**src/rtl/pio_in_edge_irq.sv**
```systemverilog
// Input PIO: synchronised, optionally debounced pins with sticky
// edge capture and a maskable interrupt on a 4-word slave port.
module pio_in_edge_irq #(
    parameter int               WIDTH           = 8,
    parameter int               SYNC_STAGES     = 2,
    parameter int               DEBOUNCE_CYCLES = 0,
    parameter int               EDGE_TYPE       = 0,
    parameter int               IRQ_TYPE        = 1,
    parameter logic [WIDTH-1:0] RESET_VALUE     = '0
) (
    input  logic             clk,
    input  logic             reset_n,
    input  logic [1:0]       address,
    input  logic             chipselect,
    input  logic             write_n,
    input  logic [31:0]      writedata,
    output logic [31:0]      readdata,
    input  logic [WIDTH-1:0] in_port,
    output logic             irq
);

    logic [WIDTH-1:0] sync_q [SYNC_STAGES];
    logic [WIDTH-1:0] s;
    logic [WIDTH-1:0] filtered;
    logic [WIDTH-1:0] prev_filtered;
    logic [WIDTH-1:0] irqmask;
    logic [WIDTH-1:0] edgecapture;
    logic [WIDTH-1:0] edge_hit;
    logic [WIDTH-1:0] clr;
    logic [WIDTH-1:0] irq_src;
    logic [31:0]      rd_mux;
    logic             wr;

    always_ff @(posedge clk) begin
        if (!reset_n) begin
            for (int i = 0; i < SYNC_STAGES; i++)
                sync_q[i] <= RESET_VALUE;
        end else begin
            sync_q[0] <= in_port;
            for (int i = 1; i < SYNC_STAGES; i++)
                sync_q[i] <= sync_q[i-1];
        end
    end

    assign s = sync_q[SYNC_STAGES-1];

    generate
        if (DEBOUNCE_CYCLES == 0) begin : g_bypass
            assign filtered = s;
        end else begin : g_debounce
            localparam int CW = $clog2(DEBOUNCE_CYCLES + 1);
            localparam logic [CW-1:0] LAST = CW'(DEBOUNCE_CYCLES - 1);

            logic [CW-1:0]    cnt [WIDTH];
            logic [WIDTH-1:0] filt_q;

            // Counter tracks consecutive cycles the pin disagrees with filt_q
            always_ff @(posedge clk) begin
                for (int i = 0; i < WIDTH; i++) begin
                    if (!reset_n) begin
                        cnt[i]    <= '0;
                        filt_q[i] <= RESET_VALUE[i];
                    end else if (s[i] == filt_q[i]) begin
                        cnt[i] <= '0;
                    end else if (cnt[i] == LAST) begin
                        filt_q[i] <= s[i];
                        cnt[i]    <= '0;
                    end else begin
                        cnt[i] <= cnt[i] + 1'b1;
                    end
                end
            end

            assign filtered = filt_q;
        end
    endgenerate

    always_comb begin
        edge_hit = '0;
        case (EDGE_TYPE)
            0:       edge_hit = filtered & ~prev_filtered;
            1:       edge_hit = ~filtered & prev_filtered;
            default: edge_hit = filtered ^ prev_filtered;
        endcase
    end

    assign wr  = chipselect & ~write_n;
    assign clr = (wr && address == 2'd2) ? writedata[WIDTH-1:0] : '0;

    assign irq_src = (IRQ_TYPE == 1) ? (edgecapture & irqmask)
                                     : (filtered & irqmask);

    always_comb begin
        rd_mux = '0;
        case (address)
            2'd0:    rd_mux[WIDTH-1:0] = filtered;
            2'd1:    rd_mux[WIDTH-1:0] = irqmask;
            2'd2:    rd_mux[WIDTH-1:0] = edgecapture;
            default: rd_mux = '0;
        endcase
    end

    always_ff @(posedge clk) begin
        if (!reset_n) begin
            prev_filtered <= RESET_VALUE;
            irqmask       <= '0;
            edgecapture   <= '0;
            readdata      <= '0;
            irq           <= 1'b0;
        end else begin
            prev_filtered <= filtered;
            if (wr && address == 2'd1)
                irqmask <= writedata[WIDTH-1:0];
            // A set in the same cycle as its clear wins
            edgecapture <= (edgecapture & ~clr) | edge_hit;
            readdata    <= rd_mux;
            irq         <= |irq_src;
        end
    end

endmodule

```
**config.mk**
```make
export PLATFORM = sky130hd
export DESIGN_NAME = pio_in_edge_irq
export DESIGN_NICKNAME = d
export VERILOG_FILES = /design/src/rtl/pio_in_edge_irq.sv
export SDC_FILE = /design/constraint.sdc
export NUM_CORES = 1
export LEC_CHECK = 0
export CORE_ASPECT_RATIO = 1.2
export CORE_MARGIN = 5
export CORE_UTILIZATION = 42
export CTS_CLUSTER_DIAMETER = 120
export DETAILED_ROUTE_END_ITERATION = 12
export PLACE_DENSITY = 0.79
export SLEW_MARGIN = 20
export SYNTH_ARGS = -nofsm -noshare
export SYNTH_HDL_FRONTEND = slang
export SYNTH_SLANG_ARGS = --single-unit
export TNS_END_PERCENT = 100
```
**constraint.sdc**
```tcl
create_clock -name clk -period 1.4 [get_ports clk]
set_clock_uncertainty 0.05 [all_clocks]
set_input_delay 0.14 -clock clk [delete_from_list [all_inputs] [get_ports clk]]
set_output_delay 0.14 -clock clk [all_outputs]
set_load 0.03 [all_outputs]
```
==> impl_metrics.json, run 1 <==
{
  "status": "finished, final reports clean",
  "area_growth_pct": 21.63,
  "hpwl_um": 2356,
  "io_buffers": 30,
  "synth-xor-area-share": 0,
  "p_leak_nw": 0.9420,
  "synthSimpleGateAreaFrac": 0.1693,
  "ios": 79,
  "crit_slowest_cell": "clkdlybuf4s50_1",
  "slowest_delay_ns": 0.47,
  "fin_ws_ns": 0.08035,
  "rows": 26,
  "grt_setup_unrepaired": "false",
  "finalNonFillerCells": 279,
  "grt_max_degree": 34,
  "path_cells": "clkdlybuf4s50_1 -> nor4bb_1 -> buf_4 -> nand2_1 -> a32o_1",
  "htreeDepth": 2,
  "hp-class": "in -> reg",
  "synth_top_family_by_area": "simple AND/OR/NAND/NOR gates",
  "start_util": 0.4372,
  "drt_pass1_iterations": 4,
  "worstPathRequired_ns": 1.55,
  "clk_latency_ns": 0.30,
  "ctsLongestPathBuffers": 2,
  "layout_min_cycle_time_ns": 1.320,
  "setup_viol": 0,
  "layout.nets": 268,
  "antenna_left": 0,
  "crit_path_max_fanout": 8,
  "timing_hold_violations_final": 0,
  "grt_pass1_vias": 1296,
  "clock_sinks": 49,
  "total_power_mw": 2.790,
  "period_share": 0.9426,
  "synth-compound-area-share": 0.08399,
  "cp-start-kind": "input pin",
  "synth_area_per_cell_um2": 10.06,
  "track_usage": 0.1156,
  "powerDensity_nw_per_um2": 1213,
  "tns_ns": 0,
  "antenna_found_initial": 0,
  "syn_inst": 188,
  "yosysUniqueCellTypes": 21,
  "ys_top_cells_by_area": "dfxtp_1 52%, buf_4 9.5%, mux2i_1 8.5%",
  "max-cap-violations": 0,
  "place_ws_ns": -0.1941,
  "endpoint_kind": "flip-flop",
  "gp_congestion": 0.7958,
  "synth_area_leader_cell": "dfxtp_1",
  "ys_ff_latch": 49,
  "worst-setup-path-type": "in -> reg",
  "ff2ff_path_depth": 3,
  "antenna_cells": 0,
  "num_vias": 1251,
  "syn-cell-area_um2": 1892,
  "drt-wirelength-per-cell_um": 11.42,
  "drv_slew": 0,
  "die-area_um2": 5952,
  "routed_wl_um": 3187,
  "hold_depth": 2,
  "cts_tree": "done",
  "yosysTopAreaCellShare": 0.5185,
  "cts_buffers": 5,
  "synthAdderAreaFrac": 0,
  "drive_above_1_share": 0.1031,
  "peakVddDrop_v": 0.0004877,
  "die_h_um": 83.52,
  "die_w_um": 71.27,
  "worst_setup_hold_path_clk_slew_ns": 0.09,
  "muxShareOfSynthArea": 0.08466,
  "yosysSeqAreaShare": 0.5185,
  "overflow": 0,
  "route.detailed.drc": 0,
  "core_area_um2": 4327,
  "clock-root-buffer": "clkbuf_8",
  "place_inst": 271,
  "arrival_ns": 1.47,
  "synth_warnings": 0,
  "fmax_mhz": 757.8,
  "drt_iter0_markers": 105,
  "avgViaCountPerCell": 4.484,
  "grt_pass1_wl_um": 5609
}
==> flip-flops by register name (all words and copies together) (netlist names) <==
name / count
readdata: 8
sync_q: 16
irqmask: 8
edgecapture: 8
prev_filtered: 8
irq: 1
==> final cells by class <==
type | instances | area, µm²
fillers | 403 | 2026
flip-flops and latches | 49 | 980.9
multi-input cells | 120 | 729.5
repair buffers | 37 | 366.6
clock buffers | 6 | 82.58
well taps | 56 | 70.07
clock inverters | 2 | 37.54
inverters | 9 | 33.78
==> worst max-delay path: cells and delay by family <==
kind / cells / cell delay (ns)
AO/OA/AOI/OAI: 1 / 0.25
buffers and inverters: 2 / 0.69
AND/OR/NAND/NOR: 2 / 0.39
==> worst paths after layout <==
check	start	to	slack, ns
max reg2reg	edgecapture[4]	readdata[4]	0.41
min reg2reg	sync_q[0][5]	sync_q[0][13]	0.39
min	in_port[7]	sync_q[0][7]	0.37
max	chipselect	edgecapture[5]	0.08
==> per-stage QoR <==
step	instance area, µm²	hold WS [ns]	util
floorplan	1978	0.2173	-
global placement	2192	0.3679	0.5067
detailed placement	2192	0.3677	0.5067
CTS	2301	0.3522	0.5318
global route	2301	0.3733	0.5318
finish	2301	0.3666	0.5318
==> power breakdown <==
part | leakage [nW] | switching [mW] | internal, mW
clock network | 0.0574 | 0.448 | 0.580
logic | 0.484 | 0.172 | 0.123
registers | 0.401 | 0.0225 | 1.44
total | 0.942 | 0.642 | 2.15
==> synth_stat cells (all sizes together) <==
cell	instances
dfxtp	49
buf	29
and2	24
mux2i	16
nand2	16
a21oi	8
a32o	8
inv	8
nor2	8
or2	8
a22oi	4
clkbuf	4
a41oi	1
and2b	1
and4bb	1
clkinv	1
conb	1
nor4bb	1
==> logic make-up after synthesis <==
kind of cell | Yosys count
other | 1
AOI/OAI and AO/OA | 21
DFF | 49
buffers and inverters | 42
muxes | 16
and+or+nand+nor | 59
==> cell usage in the layout (no fill, tap or decap), drive strengths merged <==
cell and n:
dfxtp 49, and2 24, conb 24, clkdlybuf4s50 21, mux2i 16, nand2 16
dlygate4sd2 9, nor2 8, inv 8, a32o 8, or2 8, a21oi 8
buf 7, clkbuf 6, a22oi 4, clkinv 1, and4bb 1, nor4bb 1
and2b 1, a41oi 1, clkinvlp 1, bufinv 1
==> routing by layer <==
metal | GRT usage | part of all wire | routed length [µm] | up-vias
met3 | 0.02410 | 0.073 | 233 | 8
met1 | 0.1211 | 0.40 | 1267 | 570
met5 | 0 | 0 | 0 | -
li1 | - | - | - | 631
met2 | 0.2048 | 0.50 | 1602 | 42
met4 | 0.07179 | 0.026 | 84 | 0
==> what timing repair did <==
item,4_1_cts,5_1_grt
buffers inserted,0,0
gates resized for setup,9,0
hold buffers,0,0
setup endpoints to repair,9,0
Power figures use the tool's default switching activity.
==> inputs of run 2 (changes only) <==
--- a/config.mk
+++ b/config.mk
@@ -7,11 +7,11 @@
 export LEC_CHECK = 0
 export CORE_ASPECT_RATIO = 1.2
 export CORE_MARGIN = 5
-export CORE_UTILIZATION = 42
+export CORE_UTILIZATION = 60
 export CTS_CLUSTER_DIAMETER = 120
 export DETAILED_ROUTE_END_ITERATION = 12
-export PLACE_DENSITY = 0.79
-export SLEW_MARGIN = 20
+export DONT_BUFFER_PORTS = 1
+export PLACE_DENSITY = 0.76
 export SYNTH_ARGS = -nofsm -noshare
 export SYNTH_HDL_FRONTEND = slang
 export SYNTH_SLANG_ARGS = --single-unit
==> run 2 against run 1 <==
Count of clock-buffer cells in the layout increased by 1. Sequential power about the same. Cell count decreased by 6.8%. Worst hold slack got worse by 0.32 ns. Design area decreased by 2.1%. Largest cell class unchanged.
==> impl_metrics.json, run 2 (same netlist as run 1, synthesis figures left out) <==
{
  "reg2reg_setup_slack_ns": 0.006,
  "setup_viol": 0,
  "p_sw_frac": 0.2330,
  "worstPathRequired_ns": 1.62,
  "p_clk_frac": 0.325,
  "reg2reg_from": "sync_q[0][8]",
  "p_int_mw": 1.982,
  "post_cts_buffers": 0,
  "fin_ws_ns": 0.006196,
  "final_common_cell": "dfxtp_1",
  "p_seq_frac": 0.575,
  "drt_iter0_markers": 68,
  "hold_path.startpoint": "address[1]",
  "num_vias": 1322,
  "antenna_found_initial": 0,
  "timing.rr.end": "edgecapture[0]",
  "p_leak_nw": 0.9426,
  "die_h_um": 71.51,
  "crit_path_max_fanout": 2,
  "worst_setup_hold_path_clk_slew_ns": 0.13,
  "ios": 79,
  "tns_ns": 0,
  "worst-setup-path-type": "reg -> reg",
  "drv_slew": 0,
  "htreeDepth": 2,
  "arrival_ns": 1.61,
  "clock-root-buffer": "clkbuf_4",
  "route.detailed.drc": 0,
  "layout.nets": 269,
  "grt_pass1_wl_um": 5754,
  "clock_sinks": 49,
  "top_register": "sync_q",
  "place_ws_ns": 0.2948,
  "ctsLongestPathBuffers": 2,
  "status": "finished, final reports clean",
  "hp-class": "in -> reg",
  "powerDensity_nw_per_um2": 1147,
  "fmax_mhz": 717.5,
  "timing_hold_violations_final": 0,
  "antenna_left": 0,
  "drt_pass1_iterations": 4,
  "endpoint_kind": "flip-flop",
  "mostFrequentLayoutCells": "44 x dfxtp_1, 35 x dlygate4sd3_1, 24 x and2_1, 24 x conb_1",
  "gp_congestion": 0.7836,
  "worstHoldEndpoint": "readdata[2]",
  "avgViaCountPerCell": 5.085,
  "drt-wirelength-per-cell_um": 14.42,
  "start_util": 0.6192,
  "cts_buffers": 5,
  "hpwl_um": 2209,
  "ff2ff_path_depth": 3,
  "area_growth_pct": 19.11,
  "period_share": 0.9956,
  "power.switching_uw": 602.2,
  "max-cap-violations": 0,
  "routed_wl_um": 3748,
  "core_area_um2": 3055,
  "cp-start-kind": "flip-flop",
  "io_buffers": 0,
  "hold_depth": 3,
  "die_w_um": 61.26,
  "largest_reg_flops": 16,
  "layout_min_cycle_time_ns": 1.394,
  "drive_above_1_share": 0.1027,
  "peakVddDrop_v": 0.001048,
  "p_comb_frac": 0.100,
  "die-area_um2": 4381,
  "grt_max_degree": 27,
  "cts_tree": "done",
  "overflow": 0,
  "clk_latency_ns": 0.36,
  "grt_pass1_vias": 1267,
  "antenna_cells": 0,
  "track_usage": 0.1793,
  "rows": 22
}
==> run 2: worst max path at each step <==
stage	startpoint	slack (ns)	end
final	sync_q[0][8]	0.006	edgecapture[0]
after global routing	sync_q[0][8]	-0.02	edgecapture[0]
after CTS	sync_q[0][10]	0.02	edgecapture[2]
after detailed placement	address[0]	0.29	edgecapture[3]
after global placement	address[0]	0.31	edgecapture[0]
after floorplan	address[1]	0.34	irqmask[0]
==> run 2: power groups by stage <==
stage	combinational, mW	sequential, mW	clock, mW
global placement	0.172	1.51	0
finish	0.257	1.49	0.841
floorplan	0.234	1.51	0
detailed placement	0.176	1.51	0
CTS	0.252	1.48	0.855
global route	0.277	1.49	0.920
==> run 2: critical path, cell delays in order, from the launching register on <==
cell	delay (ns)
dfxtp_1	0.34
and2_1	0.14
dlygate4sd3_1	0.57
a32o_1	0.21
==> run 2: area by class of cell <==
| class | instances | area [µm²] |
|---|---|---|
| Clock buffer | 7 | 55.05 |
| Clock inverter | 1 | 30.03 |
| Fill cell | 226 | 802.0 |
| Inverter | 9 | 33.78 |
| Multi-Input combinational cell | 120 | 729.5 |
| Sequential cell | 49 | 987.2 |
| Tap cell | 36 | 45.04 |
| Timing Repair Buffer | 38 | 372.9 |
==> run 2: per-stage QoR <==
stage | instance area [µm²] | utilization | instances | power, mW | hold WS (ns)
final | 2253 | 0.7375 | 260 | 2.584 | 0.04625
after global routing | 2253 | 0.7375 | 260 | 2.688 | 0.03775
after CTS | 2287 | 0.7486 | 264 | 2.590 | 0.03110
after detailed placement | 1812 | 0.5930 | 217 | 1.690 | 0.2174
after global placement | 1812 | 0.5930 | 217 | 1.683 | 0.2165
after floorplan | 1978 | - | 211 | 1.740 | 0.2173
==> run 2: layer usage <==
metal	wire, µm	global-route usage	share of wire	vias to the layer above
met2	1890	0.2918	0.50	51
met3	277	0.07027	0.074	13
li1	-	-	-	635
met1	1467	0.2018	0.39	623
met5	0	0	0	-
met4	113	0.07952	0.030	0
==> run 2: timing repair <==
item | 4_1_cts | 5_1_grt
setup endpoints to repair | 0 | 5
gates resized for setup | 0 | 5
hold endpoints to repair | 49 | 5
hold buffers | 39 | 1
==> inputs of run 3 (changes only) <==
--- a/config.mk
+++ b/config.mk
@@ -6,7 +6,7 @@
 export NUM_CORES = 1
 export LEC_CHECK = 0
 export CORE_ASPECT_RATIO = 1.2
-export CORE_MARGIN = 5
+export CORE_MARGIN = 2
 export CORE_UTILIZATION = 60
 export CTS_CLUSTER_DIAMETER = 120
 export DETAILED_ROUTE_END_ITERATION = 12
==> run 3 against run 2 <==
Die area is 17% lower. Via count is 6.2% lower. Cell count is 6.9% lower. Worst hold slack worse by 0.021 ns. Highest routed layer unchanged.
==> impl_metrics.json, run 3 (same netlist as run 1, synthesis figures left out) <==
{
  "grt_pass1_vias": 1217,
  "die-area_um2": 3620,
  "mostFrequentLayoutCells": "49 x dfxtp_1, 24 x and2_1, 24 x conb_1, 17 x dlygate4sd3_1",
  "p_clk_frac": 0.298,
  "grt_pass1_wl_um": 5271,
  "cp-start-kind": "flip-flop",
  "timing_hold_violations_final": 0,
  "critPathLaunch": "readdata[7]",
  "clock_sinks": 49,
  "worstPathRequired_ns": 1.21,
  "ctsLongestPathBuffers": 2,
  "ios": 79,
  "layout.nets": 251,
  "crit_path_max_fanout": 1,
  "p_seq_frac": 0.607,
  "arrival_ns": 0.89,
  "cts_buffers": 5,
  "power.switching_uw": 609.2,
  "gp_congestion": 0.7290,
  "route.detailed.drc": 0,
  "reg2reg_from": "edgecapture[4]",
  "tns_ns": 0,
  "htreeDepth": 2,
  "core_area_um2": 3028,
  "die_h_um": 65.51,
  "setup_viol": 0,
  "largest_reg_flops": 16,
  "use_met1": 0.2098,
  "p_leak_nw": 0.8242,
  "clk_latency_ns": 0.37,
  "routed_wl_um": 3198,
  "grt_max_degree": 33,
  "die_w_um": 55.26,
  "grt_setup_unrepaired": "false",
  "status": "finished, final reports clean",
  "layout_min_cycle_time_ns": 1.083,
  "worst_setup_hold_path_clk_slew_ns": 0.14,
  "hpwl_um": 2113,
  "p_sw_frac": 0.2494,
  "drt-wirelength-per-cell_um": 13.21,
  "total_power_mw": 2.443,
  "place_inst": 216,
  "overflow": 0,
  "drv_slew": 0,
  "use_met2": 0.3378,
  "antenna_cells": 0,
  "period_share": 0.7735,
  "avgViaCountPerCell": 5.124,
  "drt_pass1_iterations": 6,
  "peakVddDrop_v": 0.0008637,
  "rows": 22,
  "fmax_mhz": 923.4,
  "drt_iter0_markers": 29,
  "finalNonFillerCells": 242,
  "max-cap-violations": 0,
  "endpoint_kind": "output pin",
  "grt.busiest_layer": "met2",
  "worst-setup-path-type": "reg -> out",
  "clock-root-buffer": "clkbuf_4",
  "reg2reg_setup_slack_ns": 0.38,
  "num_vias": 1240,
  "antenna_left": 0,
  "start_util": 0.6248,
  "max_slew_margin": 0.4244,
  "powerDensity_nw_per_um2": 1185,
  "track_usage": 0.1918,
  "io_buffers": 0,
  "use_met3": 0.05906,
  "hp-class": "in -> reg",
  "hold_path.startpoint": "address[1]",
  "drive_above_1_share": 0.08738,
  "p_comb_frac": 0.095,
  "final_common_cell": "dfxtp_1",
  "cts_tree": "done",
  "p_int_mw": 1.833,
  "antenna_found_initial": 0,
  "area_growth_pct": 8.929,
  "top_register": "sync_q",
  "tightest_slew_ns": 0.8634
}
==> run 3: cell type report <==
cell class	instances	area (µm²)
Sequential cell	49	980.9
Multi-Input combinational cell	120	729.5
Clock inverter	1	8.758
Tap cell	36	45.04
Inverter	9	33.78
Clock buffer	7	65.06
Timing Repair Buffer	20	197.7
Fill cell	262	967.2
==> run 3: timing repair <==
action,4_1_cts,5_1_grt
buffers inserted,0,0
setup endpoints to repair,0,8
resized for setup,0,1
endpoints found under the hold margin,48,0
hold buffers,18,0
==> run 3: power groups by stage <==
stage	Combinational (mW)	Sequential, mW	Clock [mW]
5_1_grt	0.254	1.49	0.798
6_report	0.233	1.48	0.727
2_1_floorplan	0.234	1.51	0
3_5_place_dp	0.175	1.51	0
4_1_cts	0.231	1.48	0.750
3_3_place_gp	0.171	1.51	0
==> run 3: through the flow <==
step	setup WS [ns]	instance area [µm²]	utilization	hold slack [ns]
after CTS	0.005596	2058	0.6798	0.01994
after floorplan	0.3434	1978	-	0.2173
after global placement	0.3038	1804	0.5959	0.2150
final	0.3171	2061	0.6806	0.02572
after detailed placement	0.2879	1804	0.5959	0.2172
after global routing	0.2377	2061	0.6806	0.02716
==> run 3: worst paths after layout <==
| path | end | cells past startpoint |
|---|---|---|
| max | readdata[7] | 0 |
| min | readdata[7] | 3 |
| max reg2reg | readdata[4] | 3 |
| min reg2reg | sync_q[0][8] | 1 |
==> run 3: worst register-to-register path, delay by kind of cell, from the launching register on <==
family,cells,cell delay [ns]
muxes,1,0.09
AOI/OAI and AO/OA,1,0.14
and+or+nand+nor,1,0.27
DFF,1,0.39
==> run 3: layer usage <==
| layer | wire, µm | vias to the layer above |
|---|---|---|
| met5 | 0 | - |
| met4 | 58 | 0 |
| met3 | 195 | 5 |
| met2 | 1604 | 44 |
| met1 | 1340 | 592 |
| li1 | - | 599 |
